File: src/rtl/des_pkg.sv
// DES S-box and P-permutation constants plus lookup helpers shared by the
// substitution stage and its per-box LUTs.
package des_pkg;

  typedef logic [1:8][0:63][3:0] sbox_tbl_t;

  // FIPS 46-3 tables in row-major form: entry index is row*16 + col.
  localparam sbox_tbl_t SBOX_ROWMAJOR = {
    64'hE4D12FB83A6C5907, 64'h0F74E2D1A6CB9538, 64'h41E8D62BFC973A50, 64'hFC8249175B3EA06D,
    64'hF18E6B34972DC05A, 64'h3D47F28EC01A69B5, 64'h0E7BA4D158C6932F, 64'hD8A13F42B67C05E9,
    64'hA09E63F51DC7B428, 64'hD70934A6285ECBF1, 64'hD6498F30B12C5AE7, 64'h1AD069874FE3B52C,
    64'h7DE3069A1285BC4F, 64'hD8B56F03472C1AE9, 64'hA690CB7DF13E5284, 64'h3F06A1D8945BC72E,
    64'h2C417AB6853FD0E9, 64'hEB2C47D150FA3986, 64'h421BAD78F9C5630E, 64'hB8C71E2D6F09A453,
    64'hC1AF92680D34E75B, 64'hAF427C9561DE0B38, 64'h9EF528C3704A1DB6, 64'h432C95FABE17608D,
    64'h4B2EF08D3C975A61, 64'hD0B7491AE35C2F86, 64'h14BDC37EAF680592, 64'h6BD814A7950FE23C,
    64'hD2846FB1A93E50C7, 64'h1FD8A374C56B0E92, 64'h7B419CE206ADF358, 64'h21E74A8DFC90356B
  };

  // Re-index so the raw 6-bit field abcdef addresses the table directly.
  function automatic sbox_tbl_t fold_sbox(input sbox_tbl_t t);
    sbox_tbl_t  f;
    logic [5:0] raw;
    f = '0;
    for (int b = 1; b <= 8; b++) begin
      for (int i = 0; i < 64; i++) begin
        raw     = 6'(i);
        f[b][i] = t[b][{raw[5], raw[0], raw[4:1]}];
      end
    end
    return f;
  endfunction

  localparam sbox_tbl_t SBOX = fold_sbox(SBOX_ROWMAJOR);

  localparam int unsigned P_PERM [1:32] = '{
    16,  7, 20, 21, 29, 12, 28, 17,  1, 15, 23, 26,  5, 18, 31, 10,
     2,  8, 24, 14, 32, 27,  3,  9, 19, 13, 30,  6, 22, 11,  4, 25
  };

  function automatic logic [3:0] sbox_lookup(input int unsigned box, input logic [5:0] in6);
    return SBOX[box][in6];
  endfunction

  // Bit numbering is 1-based from the MSB, so position p lives at index 33-p.
  function automatic logic [32:1] p_permute(input logic [32:1] x);
    logic [32:1] y;
    y = '0;
    for (int i = 1; i <= 32; i++) begin
      y[33-i] = x[33-P_PERM[i]];
    end
    return y;
  endfunction

endpackage

File: src/rtl/des_sbox_lut.sv
// Single combinational DES S-box; BOX selects which of S1..S8 is implemented.
module des_sbox_lut
  import des_pkg::*;
#(
  parameter int unsigned BOX = 1
) (
  input  logic [6:1] in,
  output logic [4:1] out
);

  if (BOX < 1 || BOX > 8) begin : g_bad_box
    $error("des_sbox_lut: BOX must be in 1..8");
  end

  assign out = sbox_lookup(BOX, in);

endmodule

File: src/rtl/des_sbox_stage.sv
// Parallel DES S-box layer with optional P permutation, followed by an elastic
// valid/ready register pipeline of PIPE_STAGES stages with bubble collapsing.
module des_sbox_stage
  import des_pkg::*;
#(
  parameter int unsigned NUM_SBOX    = 8,
  parameter int unsigned PIPE_STAGES = 1,
  parameter bit          APPLY_P     = 1'b1
) (
  input  logic                                 clk,
  input  logic                                 rst,
  input  logic                                 in_valid,
  output logic                                 in_ready,
  input  logic [6*NUM_SBOX:1]                  in_data,
  output logic                                 out_valid,
  input  logic                                 out_ready,
  output logic [4*NUM_SBOX:1]                  out_data,
  output logic [$clog2(PIPE_STAGES+1)-1:0]     occupancy
);

  localparam int unsigned DW    = 4 * NUM_SBOX;
  localparam int unsigned OCC_W = $clog2(PIPE_STAGES + 1);

  if (NUM_SBOX < 1 || NUM_SBOX > 8) begin : g_bad_num
    $error("des_sbox_stage: NUM_SBOX must be in 1..8");
  end
  if (PIPE_STAGES < 1 || PIPE_STAGES > 3) begin : g_bad_pipe
    $error("des_sbox_stage: PIPE_STAGES must be in 1..3");
  end
  if (APPLY_P && NUM_SBOX != 8) begin : g_bad_p
    $error("des_sbox_stage: APPLY_P requires NUM_SBOX == 8");
  end

  logic [DW:1] lut_raw;
  logic [DW:1] lut_data;

  for (genvar k = 1; k <= NUM_SBOX; k++) begin : g_box
    des_sbox_lut #(
      .BOX (k)
    ) u_lut (
      .in  (in_data[6*(NUM_SBOX-k+1) -: 6]),
      .out (lut_raw[4*(NUM_SBOX-k+1) -: 4])
    );
  end

  if (APPLY_P) begin : g_perm
    assign lut_data = p_permute(lut_raw);
  end else begin : g_no_perm
    assign lut_data = lut_raw;
  end

  logic          v_q [1:PIPE_STAGES];
  logic [DW:1]   d_q [1:PIPE_STAGES];
  logic          adv [1:PIPE_STAGES];
  logic [OCC_W-1:0] occ_q, occ_d;
  logic          in_xfer, out_xfer;

  // A stage may load when it is empty or its successor is loading too.
  always_comb begin
    logic chain;
    chain = out_ready;
    for (int i = PIPE_STAGES; i >= 1; i--) begin
      chain  = !v_q[i] || chain;
      adv[i] = chain;
    end
  end

  for (genvar i = 1; i <= PIPE_STAGES; i++) begin : g_stage
    logic        vin;
    logic [DW:1] din;

    if (i == 1) begin : g_first
      assign vin = in_valid;
      assign din = lut_data;
    end else begin : g_next
      assign vin = v_q[i-1];
      assign din = d_q[i-1];
    end

    always_ff @(posedge clk) begin
      if (rst) begin
        v_q[i] <= 1'b0;
        d_q[i] <= '0;
      end else if (adv[i]) begin
        v_q[i] <= vin;
        if (vin) begin
          d_q[i] <= din;
        end
      end
    end
  end

  assign in_ready  = adv[1] && !rst;
  assign out_valid = v_q[PIPE_STAGES];
  assign out_data  = d_q[PIPE_STAGES];
  assign in_xfer   = in_valid && in_ready;
  assign out_xfer  = out_valid && out_ready;

  always_comb begin
    occ_d = occ_q;
    if (in_xfer && !out_xfer) begin
      occ_d = occ_q + 1'b1;
    end else if (out_xfer && !in_xfer) begin
      occ_d = occ_q - 1'b1;
    end
  end

  always_ff @(posedge clk) begin
    if (rst) begin
      occ_q <= '0;
    end else begin
      occ_q <= occ_d;
    end
  end

  assign occupancy = occ_q;

endmodule

File: config.mk
export PLATFORM = sky130hd
export DESIGN_NAME = des_sbox_stage
export DESIGN_NICKNAME = d
export VERILOG_FILES = /design/src/rtl/des_pkg.sv /design/src/rtl/des_sbox_lut.sv /design/src/rtl/des_sbox_stage.sv
export SDC_FILE = /design/constraint.sdc
export NUM_CORES = 1
export LEC_CHECK = 0
export BUFFER_PORTS_ARGS = -buffer_cell sky130_fd_sc_hd__buf_2
export CAP_MARGIN = 40
export CORE_ASPECT_RATIO = 0.5
export CORE_MARGIN = 5
export CORE_UTILIZATION = 40
export CTS_BUF_LIST = sky130_fd_sc_hd__clkbuf_8 sky130_fd_sc_hd__clkbuf_16
export DETAILED_ROUTE_END_ITERATION = 6
export GPL_TIMING_DRIVEN = 0
export PLACE_DENSITY_LB_ADDON = 0.1
export SYNTH_ARGS = -nofsm -noshare
export SYNTH_HDL_FRONTEND = slang
export SYNTH_SLANG_ARGS = --single-unit
export TNS_END_PERCENT = 100
File: constraint.sdc
create_clock -name clk -period 5.6 [get_ports clk]
set_clock_uncertainty 0.15 [all_clocks]
set_input_delay 0.28 -clock clk [delete_from_list [all_inputs] [get_ports clk]]
set_output_delay 0.28 -clock clk [all_outputs]
set_load 0.05 [all_outputs]
==> qor.log <==
INFO  run_status     outcome=finished clean
INFO  critical_path  path_max_fanout=9
INFO  critical_path  criticalPathCategory=primary input to flip-flop
INFO  final_layout   area_growth_syn_to_layout=13.5%
INFO  power_and_ir_drop power-per-cell-area=176mW/mm²
INFO  clocking       cts_buffers=5
INFO  yosys          post_synth_fa_ha_maj_area_fraction=0.127
INFO  clocking       h-tree-depth=2
INFO  timing         timing_hold_violations_final=0
INFO  yosys          synth_largest_area_cell=sky130_fd_sc_hd__edfxtp_1
INFO  critical_path  worst-r2r-setup-slack=3.33ns
INFO  routing        wirelength=16.8mm
INFO  critical_path  type_of_destination_of_the_critical_path=flip-flop
INFO  yosys          synth_top_family_by_area=compound AO/OA/AOI/OAI gates
INFO  yosys          mapped_area=0.00593mm²
INFO  hold_path      hold_path_startpoint=rst
INFO  yosys          postSynthNetCount=873
INFO  timing         final.period_utilization=0.430
INFO  yosys          yosysSeqAreaShare=0.171
INFO  power_and_ir_drop p_leak=2.83nW
INFO  timing         timing.max_slew.rel_slack=0.471
INFO  floorplan      starting_utilization_of_the_core_area=0.409
INFO  clocking       insertion_delay_to_the_later_sink_of_the_worst_skew_pair=0.28ns
INFO  clocking       post_cts.repair.setup_buffers=0
INFO  yosys          post_synth_main_area_contributors=sky130_fd_sc_hd__edfxtp_1 17%, sky130_fd_sc_hd__ha_1 13%, sky130_fd_sc_hd__mux4_2 8.4%, sky130_fd_sc_hd__a21oi_1 6.0%, sky130_fd_sc_hd__o21ai_0 5.6%
INFO  floorplan      std_cell_rows=31
INFO  place          dp_slack=2.92ns
INFO  yosys          synthesis.yosys.warnings=0
INFO  global_routing grt_first_pass_wirelength=27.7mm
INFO  timing         setup_viol_count_final=0
INFO  run            cap_viol_max_count=0
INFO  clocking       clock-sinks=34
INFO  routing        route.antenna.remaining_nets=0
INFO  critical_path  cp.arrival=2.35ns
INFO  timing         finalMaxSlewViolations=0
INFO  clocking       cts.root.buffer_cell=sky130_fd_sc_hd__clkbuf_16
INFO  yosys          synth.most_common_cell=sky130_fd_sc_hd__a21oi_1
INFO  timing         final_critical_period=2.41ns
INFO  routing        drt-wirelength-per-cell=16.1µm
INFO  routing        drt_first_pass_iters=5
INFO  yosys          synth_cells=761
INFO  final_layout   register_area=0.00101mm²
INFO  yosys          fraction_of_the_mapped_netlist_area_in_compound_gates=0.312
INFO  timing         worst_pin_slew=0.793ns
INFO  timing         rsz0062_at_grt=false
INFO  yosys          synth-edff-count=33
INFO  yosys          yosys.area.top_type_share=0.167
INFO  yosys          synth_ff_type=sky130_fd_sc_hd__edfxtp_1
INFO  floorplan      vertical_extent_of_the_die=96.1µm
INFO  clocking       post_cts_resize_count=0
INFO  hold_path      min-delay-path-class=primary input to flip-flop
INFO  routing        drc=0
INFO  timing         hold_ws=0.0655ns
INFO  clocking       ctsLongestPathBuffers=2
INFO  final_layout   filler_cell_count_in_the_final_layout=1468
INFO  place          placement.io_buffers=72
INFO  global_routing grt_start_max_net_pins=23
INFO  yosys          synth.top_cells.by_count=71 x sky130_fd_sc_hd__a21oi_1, 66 x sky130_fd_sc_hd__o21ai_0, 63 x sky130_fd_sc_hd__nor2_1
INFO  routing        viasPerCell=5.88
INFO  yosys          synth.mux.area_fraction=0.110
INFO  critical_path  worstReg2RegStart=v_q[1]
INFO  yosys          synth-xor-area-share=0.0281
INFO  yosys          synthArstFlopShare=0
INFO  yosys          yosys.area_share.simple=0.175
INFO  routing        routed-via-count=6111
INFO  timing         layout_setup_ws=3.19ns
INFO  final_layout   antennaDiodeCount=0
INFO  critical_path  critPathRequiredTime=5.54ns
INFO  place          hpwl_after_dpl=12.6mm
INFO  yosys          avgSynthCellArea=7.79µm²
INFO  global_routing grt_antenna_before_repair=0
INFO  floorplan      core_region_area=0.0145mm²
INFO  yosys          yosys_cell_types=59
INFO  floorplan      io-pin-count=87
INFO  final_layout   post_route_cells_drive_above_1_share=0.170
INFO  floorplan      die_width=182µm
INFO  clocking       clkSlewWorstSetupHoldPaths=0.06ns
INFO  critical_path  worst_setup_path_startpoint=in_data[32]
INFO  routing        detailedRoute.firstIterationViolations=412
INFO  power_and_ir_drop peakVddDrop=0.115mV
INFO  final_layout   num-nets-final=953
INFO  floorplan      floorplan.die_area=0.0175mm²
INFO  global_routing gr-usage-all-layers=0.186
INFO  clocking       postCtsHoldBufs=0
INFO  yosys          postSynthRegisterBits=34
INFO  place          finalWeightedCongestion=0.911
INFO  clocking       tritoncts_clock_tree=yes
INFO  timing         achievable-frequency=0.415GHz
INFO  critical_path  crit_path_start_kind=primary input
INFO  global_routing globalRouteOverflowTotal=0
INFO  final_layout   multiInputGateArea=0.00447mm²
INFO  timing         timing.setup.tns=0ns
INFO  global_routing first_global_vias=5585
==> per-stage QoR <==
step           std cells  area [µm²]   util  power, mW
4_1_cts             1040        6730  0.464       1.19
3_3_place_gp        1031        6540  0.451      0.863
6_report            1040        6730  0.464       1.18
2_1_floorplan        761        5930      -      0.728
5_1_grt             1040        6730  0.464       1.26
3_5_place_dp        1032        6570  0.453      0.865
==> layer usage <==
metal  GRT usage  up-vias  share of wire
met5           0        -              0
li1            -     2988              -
met2       0.323      210           0.47
met4      0.0187        0         0.0084
met1       0.257     2894           0.47
met3      0.0279       19          0.056
==> final timing paths <==
check,end,depth (start not counted)
worst max-delay path,d_q[1][2],8
worst min-delay path,occupancy,2
worst max register to register,d_q[1][2],6
worst min register to register,occupancy,2
==> cell type report <==
type	instances	area share
tap	198	0.0368
buffer	71	0.0461
clock buffer	5	0.0186
clock inverter	3	0.00558
inverter	41	0.0229
multi-input combinational	615	0.663
sequential	34	0.150
timing repair buffer	73	0.0565
==> cell families after synthesis <==
group                    after synthesis
AO/OA/AOI/OAI                        286
XOR/XNOR                              19
adder cells (fa/ha/maj)               60
buffers and inverters                112
flip-flops                            34
multiplexers                          37
AND/OR/NAND/NOR                      213
==> placed cells by master (no fill, tap or decap), types with 20 or more instances in the layout <==
| master | instances |
|---|---|
| sky130_fd_sc_hd__mux4_2 | 22 |
| sky130_fd_sc_hd__nor2_1 | 63 |
| sky130_fd_sc_hd__a211oi_1 | 31 |
| sky130_fd_sc_hd__a21oi_1 | 71 |
| sky130_fd_sc_hd__buf_2 | 101 |
| sky130_fd_sc_hd__ha_1 | 60 |
| sky130_fd_sc_hd__o21ai_0 | 66 |
| sky130_fd_sc_hd__nand2_1 | 47 |
| sky130_fd_sc_hd__clkbuf_1 | 32 |
| sky130_fd_sc_hd__edfxtp_1 | 33 |
| sky130_fd_sc_hd__inv_1 | 41 |
| sky130_fd_sc_hd__nand2b_1 | 33 |
| sky130_fd_sc_hd__o211ai_1 | 20 |
==> flip-flops by register name, summed over array words and instances (netlist names) <==
signal and cells:
occupancy 1, v_q 1, d_q 32
==> power by group <==
part | internal [mW] | switching (mW)
sequential | 0.307 | 0.00919
combinational | 0.200 | 0.350
clock | 0.207 | 0.111
total | 0.713 | 0.470
==> critical path, cell delays in order <==
cell                       delay, ns
sky130_fd_sc_hd__buf_2          0.12
sky130_fd_sc_hd__clkbuf_1       0.36
sky130_fd_sc_hd__inv_1          0.15
sky130_fd_sc_hd__ha_1           0.38
sky130_fd_sc_hd__nand2b_1       0.24
sky130_fd_sc_hd__nand2_1        0.10
sky130_fd_sc_hd__mux4_2         0.46
sky130_fd_sc_hd__o31ai_1        0.25
Note: power is estimated with default switching activity, not from simulation.
